File: config.mk
export PLATFORM = sky130hd
export DESIGN_NAME = dmem_arbiter
export DESIGN_NICKNAME = d
export VERILOG_FILES = /design/src/rtl/dmem_arbiter.sv
export SDC_FILE = /design/constraint.sdc
export NUM_CORES = 1
export LEC_CHECK = 0
export CAP_MARGIN = 20
export CORE_ASPECT_RATIO = 1.4
export CORE_MARGIN = 4
export CORE_UTILIZATION = 35
export CTS_CLUSTER_DIAMETER = 120
export DETAILED_ROUTE_END_ITERATION = 8
export GPL_ROUTABILITY_DRIVEN = 0
export GPL_TIMING_DRIVEN = 0
export PLACE_DENSITY_LB_ADDON = 0.12
export RECOVER_POWER = 100
export SKIP_CTS_REPAIR_TIMING = 1
export SYNTH_ARGS = -nofsm -noshare
export SYNTH_HDL_FRONTEND = slang
export SYNTH_SLANG_ARGS = --single-unit
File: constraint.sdc
create_clock -name clk -period 2.3 [get_ports clk]
set_input_delay 0.345 -clock clk [delete_from_list [all_inputs] [get_ports clk]]
set_output_delay 0.345 -clock clk [all_outputs]
set_load 0.01 [all_outputs]
File: src/rtl/dmem_arbiter.sv
// Two-port arbiter in front of a single-ported data memory: round-robin on conflict, lockable bursts.
// Grant is combinational; read data returns one cycle after grant. An ungranted requester holds or drops.
module dmem_arbiter #(
    parameter int WIDTH = 32,
    parameter int DEPTH = 1024,
    localparam int AW = $clog2(DEPTH)
) (
    input  logic             clk,
    input  logic             reset_n,
    input  logic             p0_req,
    input  logic             p0_we,
    input  logic             p0_lock,
    input  logic [AW-1:0]    p0_addr,
    input  logic [WIDTH-1:0] p0_wdata,
    output logic             p0_gnt,
    output logic             p0_rvalid,
    output logic [WIDTH-1:0] p0_rdata,
    input  logic             p1_req,
    input  logic             p1_we,
    input  logic             p1_lock,
    input  logic [AW-1:0]    p1_addr,
    input  logic [WIDTH-1:0] p1_wdata,
    output logic             p1_gnt,
    output logic             p1_rvalid,
    output logic [WIDTH-1:0] p1_rdata,
    output logic             mem_write,
    output logic [AW-1:0]    mem_addr,
    output logic [WIDTH-1:0] mem_wdata,
    input  logic [WIDTH-1:0] mem_rdata
);

    localparam logic [1:0] IDLE  = 2'd0;
    localparam logic [1:0] LOCK0 = 2'd1;
    localparam logic [1:0] LOCK1 = 2'd2;

    logic [1:0]       state_q, state_d;
    logic             last_q, last_d;
    logic             p0_rvalid_q, p1_rvalid_q;
    logic [WIDTH-1:0] p0_rdata_q, p1_rdata_q;

    // last_q names the port granted most recently; on conflict the other port wins.
    always_comb begin
        p0_gnt = 1'b0;
        p1_gnt = 1'b0;
        if (reset_n) begin
            case (state_q)
                LOCK0:   p0_gnt = p0_req;
                LOCK1:   p1_gnt = p1_req;
                default: begin
                    if (p0_req && p1_req) begin
                        p0_gnt = last_q;
                        p1_gnt = !last_q;
                    end else begin
                        p0_gnt = p0_req;
                        p1_gnt = p1_req;
                    end
                end
            endcase
        end
    end

    always_comb begin
        state_d = IDLE;
        if (p0_gnt && p0_lock) begin
            state_d = LOCK0;
        end else if (p1_gnt && p1_lock) begin
            state_d = LOCK1;
        end
        last_d = last_q;
        if (p0_gnt) begin
            last_d = 1'b0;
        end else if (p1_gnt) begin
            last_d = 1'b1;
        end
    end

    always_comb begin
        mem_write = 1'b0;
        mem_addr  = '0;
        mem_wdata = '0;
        if (p0_gnt) begin
            mem_write = p0_we;
            mem_addr  = p0_addr;
            mem_wdata = p0_wdata;
        end else if (p1_gnt) begin
            mem_write = p1_we;
            mem_addr  = p1_addr;
            mem_wdata = p1_wdata;
        end
    end

    always_ff @(posedge clk) begin
        if (!reset_n) begin
            state_q     <= IDLE;
            last_q      <= 1'b1;
            p0_rvalid_q <= 1'b0;
            p1_rvalid_q <= 1'b0;
            p0_rdata_q  <= '0;
            p1_rdata_q  <= '0;
        end else begin
            state_q     <= state_d;
            last_q      <= last_d;
            p0_rvalid_q <= p0_gnt && !p0_we;
            p1_rvalid_q <= p1_gnt && !p1_we;
            if (p0_gnt && !p0_we) begin
                p0_rdata_q <= mem_rdata;
            end
            if (p1_gnt && !p1_we) begin
                p1_rdata_q <= mem_rdata;
            end
        end
    end

    assign p0_rvalid = p0_rvalid_q;
    assign p1_rvalid = p1_rvalid_q;
    assign p0_rdata  = p0_rdata_q;
    assign p1_rdata  = p1_rdata_q;

endmodule

* After elaboration in Yosys (flattened, before gate mapping) *
Index checks and enable logic that the tools add are counted.

storage, ports and cells
  output and inout bits = 111
  register bits after elaboration = 69
  bits of input ports = 124
  word-level logic and storage cells = 36

operators by class
  mux-type cells = 16
  bitwise logic cells = 1
  equal/unequal tests = 2
  reduce and logical (&&, ||, !) cells = 10

operators by type and width
  kind                                           number
  two-way mux 32 bit                             2
  two-way mux 10 bit                             2
  two-way mux 1 bit                              9
  logical AND 1 bit                              5
  case mux 1 bit (2 select lines)                2
  logical NOT 1 bit                              3
  == test 2 x 1 -> 1 bit, second input constant  1
  == test 2 bit, second input constant           1
  two-way mux 2 bit                              1
  nonzero test 2 bit                             1
  OR reduction 2 bit                             1
  inverter 1 bit                                 1

* Depth between registers and ports, before layout *
Gate-level depths: netlist of the first run.

  depth after elaboration = 7
  gate-level depth with buffers = 9
  mapped depth without buffers = 5

* Least setup slack after synthesis of the first run *
OpenSTA, ideal clock, no wires.

  path kind = register to output
  start point = register state_q[0]
  end point = output mem_addr[1]
  arrival = 1,754 ps
  data required time = 1,955 ps
  stages on the path, launching flop included = 8
  buffers on the path = 2
  slack = 201 ps
  cells stage by stage = dfxtp_1 -> inv_1 -> ha_1 -> buf_6 -> and3b_1 -> nor2_1 -> clkbuf_1 -> o21ai_0

between the ends
  elaborated cells between the ends (all ways) = 8
  classes of those cells = eq/ne (2); mux (6)

RTL lines
  item                                                            RTL line  RTL
  from (decl)                                                     36        logic [1:0] state_q, state_d;
  from (signal assigned)                                          101       state_q <= state_d;
  == test 2 bit / == test 2 x 1 -> 1 bit (equally long branches)  46        case (state_q)
  case mux 1 bit (2 select lines) *                               46
  two-way mux 1 bit *                                             45        if (reset_n) begin
  net p0_gnt                                                      15        output logic p0_gnt,
  two-way mux 10 bit *                                            81        if (p0_gnt) begin
  to (decl)                                                       27        output logic [AW-1:0] mem_addr,

The timed path passes the listed nets; every way through them passes the cells marked *.

* Worst setup path after layout of the first run *
  start point = register state_q[0]
  end point = output mem_wdata[15]

between the ends
  word-level cells in the longest chain between the ends = 5
  elaborated cells between the ends (all ways) = 8
  classes of those cells = eq/ne (2); mux (6)

RTL lines
  item                                                            RTL line  RTL
  == test 2 bit / == test 2 x 1 -> 1 bit (equally long branches)  46
  case mux 1 bit (2 select lines)                                 46
  two-way mux 1 bit                                               45
  two-way mux 32 bit                                              85        end else if (p1_gnt) begin
  two-way mux 32 bit *                                            81
  to (decl)                                                       28        output logic [WIDTH-1:0] mem_wdata,

Mark *: on every way between the ends. The rest lies on a longest branch, timed or not.

==> metrics.cfg, run 1 <==
[worst_hold_path]
holdPathEnd=p1_rdata[3]
hold_depth=2
hold_start=p1_rdata[3]
hp-class=reg2reg

[layout]
antenna_cells=0
drive_gt1_share_pct=19.6
final_core_util_pct=66.7
finalNonFillerCells=787
syn2layout_area_growth_pct=86.8
fin_nets=798

[worst_setup_path]
endpoint_kind=primary output
ff2ff_path_depth=8
cp_data_arrival_time_ns=2.00
rr_endpoint=p1_rdata[27]
worst-path-buf-inv=4
worstPathMaxFanout=7
max_stage_delay_ns=0.36
crit_slowest_cell=o211ai_1
r2r_start=state_q[0]
start_kind=register
crit_required_ns=1.96
crit_chain=inv_2, ha_4, o211ai_1, nor2_4, buf_12, buf_8, o21ai_2, buf_2
r2r_slack_ns=0.45
cpLargestDelayFamily=compound AO/OA/AOI/OAI gates
critPathKind=reg2out

[timing]
worstMarginPinSlew_ns=0.490
finalHoldViolations=0
rsz0062_at_grt=yes
fin_skew_ns=0.00303
relSlewSlack_pct=67.3
drv_slew=0
timing.fmax_mhz=427
fin_ws_ns=-0.0440
setup_viol=23
finalCriticalPeriod_ns=2.34
min_period_over_period_pct=102

[logic_synthesis]
synth_largest_area_cell=dfxtp_1
syn-num-nets=543
synth-seq-cells=69
netlist.area_leader.share_pct=40.9
netlist_top_cells_area=dfxtp_1, mux2i_1, nand3_1, nand2_1, o21ai_0
synth_warnings=0
yosysSeqAreaShare_pct=40.9
syn_area_per_cell_um2=8.10
synth_cell_types=20
ys.flop_type=dfxtp_1
synth_edf_count=0
synthTopCellsByCount=nand3_1, dfxtp_1, mux2i_1, nand2_1, o21ai_0
syn_inst=417
syn_area_um2=3380
yosysMostFrequentCell=nand3_1
ys_async_sr_fraction_pct=0

[grt]
grt_max_degree=13
grt_pass1_vias=3754
grt_pass1_wl_um=18200
grt_usage_pct=20.3
grt_overflow=0
antenna_found_initial=0

[clocking]
clockBufferDepth=2
cts_buffers=9
cts_root_buffer=clkbuf_16
cts.htree.levels=3
cts.sinks=69
clk_latency_ns=0.33
clk_pin_slew_ns=0.05
cts_tree=yes

[power]
p_sw_w=0.000946
power_w=0.00367
seq_power_share_pct=35.5
leakage_nw=2.83
swShare_pct=25.8
power_per_cell_area_nw_per_um2=581
cellInternalPower_w=0.00272
clkPwrFrac_pct=39.4
irDropWorstVdd_uv=354
p_comb_share_pct=25.1

[floorplan]
core_area_um2=9460
initial_core_util_pct=35.7
die_w_um=91.0
fp.dieArea_um2=11300
std_cell_rows=42
die_height_um=124
ios=235

[place]
placed_cells=761
port_buffers=234
dpl.hpwl_um=9670

[routing]
dr.pass1.iters=4
wl_per_cell_um=16.0
viasPerCell=4.92
wirelength_um=12600
drc=0
vias=3873
drt_iter0_markers=104
drtAntennaViolNets=0

[outcome]
status=finished with violations
violations=setup timing

[flow_run]
maxCapViolCount=0

[state kept, by name, summed over array words and instances, names as in the netlist]
register / count
p0_rdata: 32
p1_rdata: 32
state_q: 2
last_q: 1
p0_rvalid: 1
p1_rvalid: 1
[area by class of cell]
type                    instances  area, um2
repair buffers                245       2260
multi-input cells             275       1790
well taps                     110        138
plain buffers                  36        285
fillers                       820       3150
inverters                      36        135
flip-flops and latches         69       1380
clock inverters                 7       90.1
clock buffers                   9        225
[worst max-delay path by stage]
stage                from  depth (start not counted)       endpoint
2_1_floorplan  state_q[0]                          7    mem_addr[1]
3_3_place_gp      reset_n                          7  mem_wdata[15]
3_5_place_dp      reset_n                          7  mem_wdata[15]
4_1_cts        state_q[0]                          8    mem_addr[7]
5_1_grt        state_q[0]                          8  mem_wdata[15]
6_report       state_q[0]                          8  mem_wdata[15]
[power groups by stage]
stage | registers (W) | logic [W] | clock network (W)
floorplan | 0.00135 | 0.000305 | 0
global placement | 0.00132 | 0.000872 | 0
detailed placement | 0.00133 | 0.000880 | 0
CTS | 0.00130 | 0.000886 | 0.00148
global route | 0.00131 | 0.000986 | 0.00152
finish | 0.00130 | 0.000922 | 0.00145
[through the flow]
| stage | hold WS [ns] | setup TNS [ns] | worst slack [ns] | area, um2 |
|---|---|---|---|---|
| 4_1_cts | 0.458 | -35.39 | -0.878 | 6170 |
| 3_3_place_gp | 0.444 | -26.12 | -0.713 | 5860 |
| 6_report | 0.455 | -0.374 | -0.0440 | 6310 |
| 3_5_place_dp | 0.451 | -26.10 | -0.736 | 5860 |
| 2_1_floorplan | 0.457 | 0 | 0.201 | 3380 |
| 5_1_grt | 0.478 | -3.23 | -0.109 | 6310 |
[logic make-up after synthesis]
group           after synthesis  share of synthesized area (%)
compound gates               48                           7.52
mux                          64                           19.0
buf+inv                      74                           10.3
fa+ha+maj                     2                          0.740
simple gates                160                           21.7
flops                        69                           40.9
[layer usage]
layer  routed length (um)  share of wire (%)  up-vias  global-route usage (%)
li1                     -                  -     1911                       -
met2                 6720                 53      175                    37.8
met4                  299                2.4        0                    7.64
met5                    0                  0        -                       0
met1                 4420                 35     1762                    19.3
met3                 1150                9.2       25                    8.58
[cell usage in the layout (no fill, tap or decap), types with 2 or more instances in the layout]
cell type | synthesis | routed
clkdlybuf4s50_1 | 0 | 189
nand3_1 | 88 | 87
dfxtp_1 | 69 | 67
nand2_1 | 64 | 64
mux2i_1 | 64 | 64
inv_1 | 36 | 35
buf_2 | 1 | 35
o21ai_2 | 0 | 27
buf_6 | 9 | 19
clkbuf_2 | 0 | 16
o21ai_1 | 0 | 13
clkbuf_16 | 0 | 9
clkbuf_1 | 24 | 7
buf_4 | 0 | 5
o21ai_0 | 44 | 4
clkbuf_4 | 0 | 3
buf_8 | 0 | 3
clkinv_2 | 0 | 3
dlymetal6s2s_1 | 0 | 3
and3b_1 | 2 | 2
clkinvlp_4 | 0 | 2
bufinv_16 | 0 | 2
dfxtp_2 | 0 | 2
[tightest hold or removal path, delay by kind of cell, from the launching register on]
family / cells / cell delay, ns
simple gates: 1 / 0.05
flops: 1 / 0.30
mux: 1 / 0.05
Power figures use the tool's default switching activity.
==> run 2: changes to the inputs <==
Settings changed: GPL_TIMING_DRIVEN 0 to default.
==> run 2 against run 1 <==
Net effect:
- highest routed layer unchanged
- worst setup slack gained 0.018 ns
- combinational power shrank 6.7%
- the run still ends with setup timing left
- sequential power hardly changed
- register-to-register slack got worse by 0.03 ns
- clock skew is 0.0031 ns higher
- critical path depth unchanged
- routed wire length down 4.5%
- die area stayed put
==> metrics.cfg, run 2 (same netlist as run 1, synthesis figures left out) <==
[outcome]
status=finished with violations
violations=setup timing

[place]
port_buffers=234
placed_cells=741
dpl.hpwl_um=9130

[worst_setup_path]
ff2ff_path_depth=6
r2r_start=state_q[0]
worstPathMaxFanout=8
crit_chain=inv_1, ha_4, o211ai_1, nor2_4, buf_12, buf_4, o21ai_0, buf_2
cp.depth=8
critPathKind=reg2out
max_stage_delay_ns=0.32
start_kind=register
cpLargestDelayFamily=buffers and inverters
crit_slowest_cell=dfxtp_2
crit_required_ns=1.96
endpoint_kind=primary output
cp-startpoint=state_q[0]
cp_data_arrival_time_ns=1.98
worst-path-buf-inv=4

[floorplan]
ios=235
fp.dieArea_um2=11300
die_height_um=124
std_cell_rows=42
initial_core_util_pct=35.7
core_area_um2=9460
die_w_um=91.0

[clocking]
clk_pin_slew_ns=0.05
clockBufferDepth=2
cts_tree=yes
cts_root_buffer=clkbuf_16
clk_latency_ns=0.32
cts.sinks=69
cts.htree.levels=3
cts_buffers=9

[routing]
dr.pass1.iters=4
wirelength_um=12000
drc=0
drt_iter0_markers=148
drtAntennaViolNets=0
vias=3742
wl_per_cell_um=15.9
viasPerCell=4.93

[layout]
syn2layout_area_growth_pct=77.6
layout_commonest_cell=clkdlybuf4s50_1
nFillCells=850
mostFrequentLayoutCells=clkdlybuf4s50_1, nand3_1, dfxtp_1
fin_nets=770
finalNonFillerCells=759
antenna_cells=0
final_core_util_pct=63.5
drive_gt1_share_pct=12.9

[worst_hold_path]
hp-class=in2reg
hold_depth=2
hold_start=reset_n

[timing]
timing.fmax_mhz=430
finalCriticalPeriod_ns=2.33
drv_slew=0
relSlewSlack_pct=55.8
worstMarginPinSlew_ns=0.663
finalHoldViolations=0
hold-worst-slack_ns=0.326
min_period_over_period_pct=101
fin_skew_ns=0.00610
setup_viol=3
rsz0062_at_grt=yes
fin_ws_ns=-0.0261

[power]
leakage_nw=2.65
power_per_cell_area_nw_per_um2=566
irDropWorstVdd_uv=304
power_w=0.00339

[grt]
antenna_found_initial=0
grt_usage_pct=20.3
grt_pass1_vias=3908
grt_overflow=0
grt_max_degree=65
grt_pass1_wl_um=18500

[flow_run]
maxCapViolCount=0

==> run 2: final timing paths <==
path	end	slack [ns]
worst max-delay path	mem_wdata[20]	-0.03
worst min-delay path	last_q	0.33
worst max register to register	p0_rdata[1]	0.42
worst min register to register	p1_rdata[13]	0.45
==> run 2: power by group <==
part	leakage (nW)	total (W)	switching, W	internal (W)
clock	0.134	0.00123	0.000444	0.000787
combinational	1.95	0.000860	0.000375	0.000485
sequential	0.564	0.00130	0.0000358	0.00127
total	2.65	0.00339	0.000855	0.00254
==> run 2: metal layers <==
metal / track usage, % / up-vias / wire length [um]
li1: - / 1850 / -
met1: 20.6 / 1704 / 4340
met2: 37.6 / 170 / 6470
met3: 6.89 / 18 / 957
met4: 8.08 / 0 / 261
met5: 0 / - / 0
==> run 2: area by class of cell <==
cell class | count | area, um2 | share of cell area, %
Timing Repair Buffer | 254 | 2380 | 39.6
Sequential cell | 69 | 1380 | 23.0
Tap cell | 110 | 138 | 2.29
Multi-Input combinational cell | 274 | 1700 | 28.3
Clock buffer | 15 | 268 | 4.46
Clock inverter | 1 | 5.00 | 0.0834
Inverter | 36 | 135 | 2.25
==> run 2: stage by stage <==
stage                     cell area, um2  setup WS (ns)  setup TNS [ns]
final                               6000        -0.0261         -0.0279
after global routing                6000         -0.102           -2.58
after CTS                           6120         -0.434          -17.30
after detailed placement            5850         -0.187           -5.80
after global placement              5850         -0.146           -4.49
after floorplan                     3380          0.201               0
==> run 3: changes to the inputs <==
Settings changed: CORE_MARGIN 4 to 5, HOLD_SLACK_MARGIN from default to 0.03.
==> run 3 against run 2 <==
Net effect:
- the run still ends with setup timing left
- clock skew decreased by 0.0025 ns
- combinational power is 5.2% higher
- design area grew 4.9%
- worst hold slack better by 0.13 ns
- first-iteration DRC count up 11%
- critical path depth up 1
- die area is 3.8% higher
- final cell count is 1.2% higher
- non-clock buffer count grew 9
- sequential cell count unchanged
- largest power group is now the clock network
- highest routed layer unchanged
==> metrics.cfg, run 3 (same netlist as run 1, synthesis figures left out) <==
[layout]
syn2layout_area_growth_pct=86.4
drive_gt1_share_pct=13.5
mostFrequentLayoutCells=clkdlybuf4s50_1, nand3_1, dfxtp_1
antenna_cells=0
design_area_um2=6300
layout_commonest_cell=clkdlybuf4s50_1
fin_nets=779
finalNonFillerCells=768

[worst_setup_path]
endpoint_kind=primary output
crit_slowest_cell=dfxtp_2
r2r_slack_ns=0.44
cpLargestDelayFamily=buffers and inverters
rr_endpoint=p1_rdata[24]
ff2ff_path_depth=7
crit_chain=inv_2, ha_4, o211ai_1, nor2_4, buf_6, clkbuf_16, buf_8, o21ai_2, buf_2
worstPathMaxFanout=8
r2r_start=state_q[0]
critPathKind=reg2out
crit_required_ns=1.96
worst-path-buf-inv=5
cp.depth=9
cp_data_arrival_time_ns=2.03
start_kind=register
max_stage_delay_ns=0.33

[clocking]
clk_pin_slew_ns=0.05
clk_latency_ns=0.32
cts_root_buffer=clkbuf_16
clockBufferDepth=2
cts.htree.levels=3
cts_tree=yes
cts_buffers=9
cts.sinks=69

[grt]
grt_pass1_vias=3880
grt_usage_pct=20.0
grt_max_degree=66
grt_pass1_wl_um=18800
antenna_found_initial=0
grt_overflow=0

[routing]
wl_per_cell_um=16.4
drtAntennaViolNets=0
drc=0
vias=3824
drt_iter0_markers=165
wirelength_um=12600
dr.pass1.iters=5
viasPerCell=4.98

[timing]
finalCriticalPeriod_ns=2.38
fin_skew_ns=0.00357
fin_ws_ns=-0.0787
setup_viol=5
worstMarginPinSlew_ns=0.652
drv_slew=0
relSlewSlack_pct=56.5
finalHoldViolations=0
rsz0062_at_grt=yes
timing.fmax_mhz=420
min_period_over_period_pct=103

[outcome]
status=finished with violations
violations=setup timing

[worst_hold_path]
hold_start=p1_rdata[18]
holdPathEnd=p1_rdata[18]
hold_depth=2
hp-class=reg2reg

[place]
placed_area_um2=5840
dpl.hpwl_um=9370
placed_cells=744
port_buffers=234

[flow_run]
maxCapViolCount=0

[floorplan]
ios=235
die_w_um=93.0
std_cell_rows=42
core_area_um2=9460
die_height_um=126
initial_core_util_pct=35.7
fp.dieArea_um2=11700

[power]
irDropWorstVdd_uv=281
leakage_nw=2.99
power_per_cell_area_nw_per_um2=598

[run 3: worst min-delay path: cells and delay by family (launching register included)]
family	cells	cell delay, ns
DFF	1	0.30
muxes	1	0.05
and+or+nand+nor	1	0.05
[run 3: layout make-up]
| cell class | instances | area [um2] |
|---|---|---|
| fill | 815 | 3160 |
| timing repair buffer | 263 | 2570 |
| multi-input combinational | 274 | 1730 |
| sequential | 69 | 1380 |
| clock buffer | 12 | 246 |
| tap | 110 | 138 |
| inverter | 36 | 135 |
| clock inverter | 4 | 95.1 |
[run 3: power breakdown]
group / internal [W] / switching (W) / leakage [nW]
logic: 0.000517 / 0.000388 / 2.25
clock network: 0.00109 / 0.000471 / 0.167
registers: 0.00127 / 0.0000344 / 0.564
[run 3: routing by layer]
| layer | up-vias | global-route usage [%] | part of all wire, % |
|---|---|---|---|
| li1 | 1869 | - | - |
| met1 | 1765 | 19.8 | 35 |
| met2 | 168 | 36.9 | 53 |
| met3 | 22 | 6.68 | 8.6 |
| met4 | 0 | 9.58 | 2.8 |
| met5 | - | 0 | 0 |
[run 3: how the worst max path moves through the flow]
stage | start | endpoint | slack [ns]
floorplan | state_q[0] | mem_addr[1] | 0.20
global placement | p1_req | mem_write | -0.21
detailed placement | p1_req | mem_wdata[9] | -0.27
CTS | state_q[0] | mem_wdata[9] | -0.55
global route | state_q[0] | mem_wdata[5] | -0.17
finish | state_q[0] | mem_wdata[8] | -0.08
[run 3: per-stage QoR]
step	setup TNS, ns	utilization (%)	worst slack (ns)	hold WS (ns)	power, W
after floorplan	0	-	0.201	0.457	0.00166
after global placement	-8.14	61.8	-0.211	0.443	0.00220
after detailed placement	-9.90	61.8	-0.266	0.447	0.00222
after CTS	-21.95	65.4	-0.552	0.456	0.00379
after global routing	-1.53	66.6	-0.166	0.469	0.00392
final	-0.318	66.6	-0.0787	0.454	0.00376
